--- config.mk ---
export PLATFORM = sky130hd
export DESIGN_NAME = reset_sequencer
export DESIGN_NICKNAME = d
export VERILOG_FILES = /design/src/rtl/reset_seq_pkg.sv /design/src/rtl/button_debounce.sv /design/src/rtl/reset_sequencer.sv
export SDC_FILE = /design/constraint.sdc
export NUM_CORES = 1
export LEC_CHECK = 0
export ABC_CLOCK_PERIOD_IN_PS = 3700
export CAP_MARGIN = 15
export CORE_ASPECT_RATIO = 1.5
export CORE_MARGIN = 1.5
export CORE_UTILIZATION = 53
export CTS_CLUSTER_DIAMETER = 80
export DETAILED_ROUTE_END_ITERATION = 16
export PLACE_DENSITY_LB_ADDON = 0.2
export SKIP_CTS_REPAIR_TIMING = 1
export SYNTH_ARGS = -nofsm -noshare
export SYNTH_HDL_FRONTEND = slang
export SYNTH_HIERARCHICAL = 1
export SYNTH_SLANG_ARGS = --single-unit
--- constraint.sdc ---
create_clock -name clk -period 3.7 [get_ports clk]
set_input_delay 0.37 -clock clk [delete_from_list [all_inputs] [get_ports clk]]
set_output_delay 0.37 -clock clk [all_outputs]
set_load 0.02 [all_outputs]
--- src/rtl/reset_seq_pkg.sv ---
// Shared types and helpers for the board reset sequencer.
package reset_seq_pkg;

    typedef enum logic [1:0] {
        WAIT_LOCK = 2'd0,
        HOLD      = 2'd1,
        RELEASE   = 2'd2,
        RUN       = 2'd3
    } state_t;

    typedef enum logic [1:0] {
        CAUSE_POR  = 2'd0,
        CAUSE_LOCK = 2'd1,
        CAUSE_BTN  = 2'd2
    } cause_t;

    // Width of a counter that must hold values 0..max_val; never narrower than one bit.
    function automatic int cnt_width(input int max_val);
        return (max_val < 1) ? 1 : $clog2(max_val + 1);
    endfunction

endpackage

--- src/rtl/button_debounce.sv ---
// Two-flop synchroniser, stability counter and rising-edge pulse for the reset button.
module button_debounce
    import reset_seq_pkg::*;
#(
    parameter int DEBOUNCE_CYCLES = 250000
) (
    input  logic clk,
    input  logic reset_i,
    input  logic btn_i,
    output logic level_o,
    output logic press_o
);

    localparam int CNT_W = cnt_width(DEBOUNCE_CYCLES - 1);
    localparam logic [CNT_W-1:0] CNT_MAX = CNT_W'(DEBOUNCE_CYCLES - 1);

    logic             btn_meta;
    logic             btn_sync;
    logic [CNT_W-1:0] stable_cnt;

    // Level only flips after DEBOUNCE_CYCLES consecutive disagreeing samples.
    always_ff @(posedge clk) begin
        if (reset_i) begin
            btn_meta   <= 1'b0;
            btn_sync   <= 1'b0;
            stable_cnt <= '0;
            level_o    <= 1'b0;
            press_o    <= 1'b0;
        end else begin
            btn_meta <= btn_i;
            btn_sync <= btn_meta;
            press_o  <= 1'b0;
            if (btn_sync == level_o) begin
                stable_cnt <= '0;
            end else if (stable_cnt >= CNT_MAX) begin
                level_o    <= btn_sync;
                press_o    <= btn_sync;
                stable_cnt <= '0;
            end else begin
                stable_cnt <= stable_cnt + 1'b1;
            end
        end
    end

endmodule

--- src/rtl/reset_sequencer.sv ---
// Lock-aware board reset controller: waits for PLL lock, holds, then releases
// reset domains in ascending order; re-enters reset on lock loss or button.
module reset_sequencer
    import reset_seq_pkg::*;
#(
    parameter int                NUM_OUTPUTS      = 2,
    parameter int                HOLD_CYCLES      = 31,
    parameter int                STAGE_GAP_CYCLES = 16,
    parameter int                DEBOUNCE_CYCLES  = 250000,
    parameter int                SEL_W            = 4,
    parameter logic [SEL_W-1:0]  BTN_CODE         = SEL_W'(1)
) (
    input  logic                   clk,
    input  logic                   reset_i,
    input  logic                   locked_i,
    input  logic                   btn_i,
    input  logic [SEL_W-1:0]       sel_i,
    output logic [NUM_OUTPUTS-1:0] reset_o,
    output logic                   ready_o,
    output logic [1:0]             cause_o
);

    localparam int HOLD_W  = cnt_width(HOLD_CYCLES - 1);
    localparam int GAP_W   = cnt_width(STAGE_GAP_CYCLES - 1);
    localparam int STAGE_W = cnt_width(NUM_OUTPUTS - 1);
    localparam logic [HOLD_W-1:0]  HOLD_MAX   = HOLD_W'(HOLD_CYCLES - 1);
    localparam logic [GAP_W-1:0]   GAP_MAX    = GAP_W'(STAGE_GAP_CYCLES - 1);
    localparam logic [STAGE_W-1:0] STAGE_LAST = STAGE_W'(NUM_OUTPUTS - 1);

    state_t             state;
    logic               lock_meta;
    logic               lock_sync;
    logic [HOLD_W-1:0]  hold_cnt;
    logic [GAP_W-1:0]   gap_cnt;
    logic [STAGE_W-1:0] stage;
    logic [STAGE_W-1:0] next_stage;
    logic               btn_level;
    logic               btn_press;
    logic               sel_match;

    assign sel_match  = (sel_i == BTN_CODE);
    assign next_stage = stage + 1'b1;

    button_debounce #(
        .DEBOUNCE_CYCLES (DEBOUNCE_CYCLES)
    ) u_debounce (
        .clk     (clk),
        .reset_i (reset_i),
        .btn_i   (btn_i),
        .level_o (btn_level),
        .press_o (btn_press)
    );

    // Sequencer: lock loss outranks the button, both outrank normal progress.
    always_ff @(posedge clk) begin
        if (reset_i) begin
            state     <= WAIT_LOCK;
            reset_o   <= '1;
            ready_o   <= 1'b0;
            cause_o   <= CAUSE_POR;
            hold_cnt  <= '0;
            gap_cnt   <= '0;
            stage     <= '0;
            lock_meta <= 1'b0;
            lock_sync <= 1'b0;
        end else begin
            lock_meta <= locked_i;
            lock_sync <= lock_meta;
            if ((state != WAIT_LOCK) && !lock_sync) begin
                state    <= WAIT_LOCK;
                reset_o  <= '1;
                ready_o  <= 1'b0;
                cause_o  <= CAUSE_LOCK;
                hold_cnt <= '0;
                gap_cnt  <= '0;
                stage    <= '0;
            end else if (((state == RELEASE) || (state == RUN)) && btn_press && sel_match) begin
                state    <= HOLD;
                reset_o  <= '1;
                ready_o  <= 1'b0;
                cause_o  <= CAUSE_BTN;
                hold_cnt <= '0;
                gap_cnt  <= '0;
                stage    <= '0;
            end else begin
                case (state)
                    WAIT_LOCK: begin
                        reset_o <= '1;
                        ready_o <= 1'b0;
                        if (lock_sync) begin
                            state    <= HOLD;
                            hold_cnt <= '0;
                        end else begin
                            hold_cnt <= '0;
                        end
                    end
                    HOLD: begin
                        reset_o <= '1;
                        ready_o <= 1'b0;
                        if (btn_level && sel_match) begin
                            hold_cnt <= '0;
                        end else if (hold_cnt >= HOLD_MAX) begin
                            state      <= (NUM_OUTPUTS == 1) ? RUN : RELEASE;
                            ready_o    <= (NUM_OUTPUTS == 1);
                            reset_o[0] <= 1'b0;
                            stage      <= '0;
                            gap_cnt    <= '0;
                        end else begin
                            hold_cnt <= hold_cnt + 1'b1;
                        end
                    end
                    RELEASE: begin
                        if (gap_cnt >= GAP_MAX) begin
                            gap_cnt             <= '0;
                            stage               <= next_stage;
                            reset_o[next_stage] <= 1'b0;
                            if (next_stage == STAGE_LAST) begin
                                state   <= RUN;
                                ready_o <= 1'b1;
                            end else begin
                                ready_o <= 1'b0;
                            end
                        end else begin
                            gap_cnt <= gap_cnt + 1'b1;
                        end
                    end
                    RUN: begin
                        ready_o <= 1'b1;
                    end
                    default: begin
                        state   <= WAIT_LOCK;
                        reset_o <= '1;
                        ready_o <= 1'b0;
                    end
                endcase
            end
        end
    end

endmodule

Yosys cells after proc, flatten, opt, wreduce, memory -nomap -nowiden
Cells that the tools add are included.
{"block": "op_classes", "shift": 0, "add_sub_neg": 4, "n_mul": 0, "bitwise_logic": 4, "n_eq_ne": 16, "n_mux": 29, "div": 0, "magnitude_cmp": 5, "n_reduce_logical": 26}
{"op": "adder 18 x 1 -> 18 bit, second input constant", "n": 1}
{"op": "greater-or-equal comparator 18 bit, second input constant", "n": 1}
{"op": "two-way mux 2 bit", "n": 6}
{"op": "two-way mux 4 bit", "n": 3}
{"op": "!= test 3 bit, second input constant", "n": 4}
{"op": "case mux 2 bit (3 select lines)", "n": 2}
{"op": "AND reduction 6 bit", "n": 2}
{"op": "two-way mux 1 bit", "n": 11}
{"op": "two-way mux 5 bit", "n": 2}
{"op": "case mux 5 bit (2 select lines)", "n": 1}
{"op": "OR reduction 3 bit", "n": 3}
{"op": "!= test 2 bit, second input constant", "n": 4}
{"op": "case mux 4 bit (2 select lines)", "n": 1}
{"op": "nonzero test 2 bit", "n": 4}
{"op": "AND reduction 2 bit", "n": 3}
{"op": "adder 5 x 1 -> 5 bit, second input constant", "n": 1}
{"op": "greater-or-equal comparator 5 bit, second input constant", "n": 1}
{"op": "logical AND 1 bit", "n": 5}
{"op": "adder 4 x 1 -> 4 bit, second input constant", "n": 1}
{"op": "equality test 2 bit, second input constant", "n": 2}
{"op": "equality test 4 x 1 -> 1 bit, second input constant", "n": 1}
{"op": "greater-or-equal comparator 4 bit, second input constant", "n": 1}
{"op": "AND reduction 4 bit", "n": 1}
{"op": "nonzero test 4 bit", "n": 1}
{"op": "other kinds (20)", "n": 22}
{"block": "word_totals", "rom_bits": 0, "ram_bits": 0, "wordCells": 100, "latch_bits": 0, "register_bits": 41, "out_inout_bits": 5, "input_bits": 8, "n_memories": 0}

Logic depth before layout (Yosys ltp)
{"block": "depth", "word_depth": 9, "depth_mapped": 8, "depth_no_buf": 7}

By module
The synthesis kept the hierarchy.
{"mod": "reset_sequencer", "area_per_inst_um2": 988.4, "instances": 1, "cells_each": 113}
{"mod": "button_debounce", "area_per_inst_um2": 982.2, "instances": 1, "cells_each": 105}

Worst setup path before layout
No wires, ideal clock.
{"block": "synth_path", "path_kind": "register -> register", "from": "register state[0]", "to": "register state[1]", "slack_ps": 1888, "n_path_buf": 1, "path_stages_with_launch": 8, "t_arrival_ps": 1690, "setup_ps": 123, "path_cell_list": "dfxtp_1 > inv_1 > ha_1 > clkbuf_1 > o21a_1 > a2111oi_0 > mux2i_1 > nor2_1"}
{"block": "synth_between", "elab_chain_cells": 5, "elab_cells_between_ends": 18}
{"item": "start: declaration", "line_no": "reset_sequencer.sv:30", "rtl": "state_t state;"}
{"item": "start signal: assignment", "line_no": "reset_sequencer.sv:103", "rtl": "state <= (NUM_OUTPUTS == 1) ? RUN : RELEASE;"}
{"item": "equality test 2 bit (on tied branches)", "line_no": "reset_sequencer.sv:77, reset_sequencer.sv:86"}
{"item": "logical OR 1 bit", "line_no": "reset_sequencer.sv:77", "rtl": "end else if (((state == RELEASE) || (state == RUN)) && btn_press && sel_match) begin"}
{"item": "logical AND 1 bit (2 in series)", "line_no": "reset_sequencer.sv:77"}
{"item": "OR reduction 3 bit (no line)"}
Several ways; a longest one is shown, not always the timed one.
A chain may end at the register's enable or synchronous reset.

Final worst setup path
{"block": "layout_path", "from": "register u_debounce.stable_cnt[0]", "to": "register u_debounce.press_o"}
{"block": "layout_between", "elab_chain_cells": 3}
{"item": "start: declaration", "line_no": "button_debounce.sv:19", "rtl": "logic [CNT_W-1:0] stable_cnt;"}
{"item": "start signal: assignment", "line_no": "button_debounce.sv:40", "rtl": "stable_cnt <= stable_cnt + 1'b1;"}
{"item": "greater-or-equal comparator 18 bit", "line_no": "button_debounce.sv:35", "rtl": "end else if (stable_cnt >= CNT_MAX) begin"}
{"item": "NOT 1 bit (no line)"}
{"item": "OR reduction 3 bit (no line)"}
{"item": "end signal: assignment", "line_no": "button_debounce.sv:37", "rtl": "press_o <= btn_sync;"}
{"item": "end: declaration", "line_no": "button_debounce.sv:11", "rtl": "output logic press_o"}
Every way passes these cells.

==> run metrics <==
status=finished clean; Congestion Overflow GR=0; nets=around 250; HPWL Detailed=around 2700 µm; routed via count=between 1500 and 2000; Cell variety after synth=49; unrepaired setup endpoints after global routing=no; max-slew violations=0; Comb pwr share=18.0%; Core ar.=3610 µm²; area of the multi-input gates=1090 µm²; Cells after Synth=218; synthesized area per cell=9.04 µm²; CP required=3.92 ns; largest net degree at the start of global routing=19; initial antenna violation count=0; number of synthesized register bits=41; clk root buf=clkbuf_8; Worst Max-Slew Pin Slew=0.705 ns; switch share=26.4%; Final period util=57.3%; clock share of power=between 30% and 40%; synthesized area=1970 µm²; antenna-violating nets left=0; DR WL/cell=between 10 and 15 µm; vias in the first global route=1541; Routed WL=3740 µm; port buffer count=12; Max Cap Viol=0; Finished Cell Area=2260 µm²; syn_nets=235; # rows=27; final setup fails=0; clk_lat worst skew=0.30 ns; LEAKAGE=0.769 nW; final hold violation count=0; Max clock buf depth=2; TritonCTS buffer count=5; final non-filler cell total=275; HP Class=flip-flop to flip-flop; switching power=around 0.29 mW; Setup Crit Path Kind=flip-flop to flip-flop; sequential share of power=43.8%; initial cell density of the core=a little over half; R2R depth=6; Detailed Routing Iterations Pass 1=4; GPL Wtd Cong=roughly 0.78; Iteration-0 DRC Markers=34; hold path depth=1; first-pass GRT wire length=6500 µm; Clock Skews=0.00255 ns; Post-synth EDFFs=0; Slew HR=52.9%; Final min period=about 2.1 ns; layout cells sized above 1=9.91%; Ports=13; Primary FF master, synth=dfxtp_1; Int Power=0.815 mW; placed insts=approximately 270; Reg area=821 µm²; Total GRT Usage=21.0%; Seq/Total Area, Yosys=around two fifths; # DRC=0; Crit path arrival time=2.34 ns; Worst VDD drop=0.000406 V; drt via density=5.71; clock slew at reported path FFs=0.07 ns; H-tree lvl count=2; Fmax achieved=0.471 GHz; Setup crit start kind=flip-flop; clk sinks=41; die area=4100 µm²; Fillers=329; Die X=52.8 µm; CP endpoint kind=flip-flop; antenna cell count=0; Async SR Flop Fraction=0%; pwr/cell area=490 nW/µm²; Die Height=77.7 µm; Setup TNS Final=0 ns; Area Overhead vs Synth=14.7%; Synthesis Warnings=6; CTS tree=yes; crit path max fanout=11; Placed Area=2130 µm²
## per-layer routing
layer	GRT usage, %	vias to the layer above	part of all wire (%)
met1	21.4	734	40
met5	0	-	0
met4	11.3	0	2.3
li1	-	803	-
met2	37.6	26	55
met3	4.81	8	2.8
## power groups by stage
stage | Clock [mW] | Combinational [mW] | Sequential [mW]
detailed placement | 0 | 0.196 | 0.496
finish | 0.423 | 0.199 | 0.485
global route | 0.453 | 0.222 | 0.489
global placement | 0 | 0.195 | 0.495
floorplan | 0 | 0.114 | 0.511
CTS | 0.437 | 0.200 | 0.486
## critical path: stages, from the launching register on
cell and delay [ns]:
dfxtp_1 0.39, ha_1 0.22, and3_2 0.21, o41ai_1 0.10, a211oi_2 0.65, buf_4 0.30, nor3b_1 0.18
## cell type report
type	count	area share (%)
tap	43	2.38
clock buffer	5	3.04
timing repair buffer	13	5.64
inverter	8	1.33
multi-input combinational	162	48.4
sequential	41	36.3
clock inverter	3	2.88
## layout by cell type (no fill, tap or decap), types with 3 or more instances in the layout
master           netlist  layout
dfxtp_1               41      41
clkbuf_8               0       5
nor3_1                20      20
or4_1                  3       3
ha_1                   9       9
nand2b_1               4       4
clkdlybuf4s50_1        0      12
xnor2_1               10      10
xor2_1                 8       8
inv_1                  7       7
nand2_1               15      15
a21oi_1                7       7
nand4_1                3       3
nor2b_1                5       5
or3_1                  3       3
nor3b_1                4       4
o21ai_0                9       9
nor2_1                19      19
nand3_1                9       9
## worst paths after layout
path,end,start,slack [ns]
setup reg to reg,u_debounce/press_o,u_debounce/stable_cnt[0],1.58
setup / recovery,u_debounce/press_o,u_debounce/stable_cnt[0],1.58
hold / removal,u_debounce/btn_sync,u_debounce/btn_meta,0.45
hold reg to reg,u_debounce/btn_sync,u_debounce/btn_meta,0.45
## registers in the layout, summed over array words and instances (netlist names), 2 cells and up
register               flops
state                      2
cause_o                    2
hold_cnt                   5
u_debounce/stable_cnt     18
gap_cnt                    4
reset_o                    2
## per-stage QoR
stage                     hold slack, ns  setup slack (ns)  power [mW]  util [%]
after floorplan                    0.414              1.89       0.625         -
after CTS                          0.457              1.55        1.12      62.5
final                              0.450              1.58        1.11      62.5
after global placement             0.430              1.53       0.691      58.8
after global routing               0.476              1.36        1.16      62.5
after detailed placement           0.436              1.45       0.692      58.8
## synthesized netlist by cell type, types with 2 or more instances
library cell	count	area (µm²)
a2111oi_0	2	17.5
a211oi_1	3	22.5
a21oi_1	7	35.0
and3_1	2	12.5
and4_1	2	17.5
buf_2	2	10.0
clkbuf_1	3	11.3
dfxtp_1	41	821
ha_1	9	113
inv_1	7	26.3
mux2i_1	2	20.0
nand2_1	15	56.3
nand2b_1	4	25.0
nand3_1	9	45.0
nand4_1	3	18.8
nor2_1	19	71.3
nor2b_1	5	31.3
nor3_1	20	100
nor3b_1	4	30.0
o21a_1	2	15.0
o21ai_0	9	45.0
or3_1	3	18.8
or4_1	3	22.5
xnor2_1	10	87.6
xor2_1	8	70.1
## cells by family (layout without fill, tap and decap cells)
family	Yosys count	in the layout	share of synthesized area, %
AND/OR/NAND/NOR	97	97	26.9
flip-flops	41	41	41.7
XOR/XNOR	18	18	8.00
multiplexers	2	2	1.02
adder cells (fa/ha/maj)	9	9	5.71
buffers and inverters	15	29	3.05
AO/OA/AOI/OAI	36	36	13.7
No activity file was read; power rests on OpenSTA's default activity.
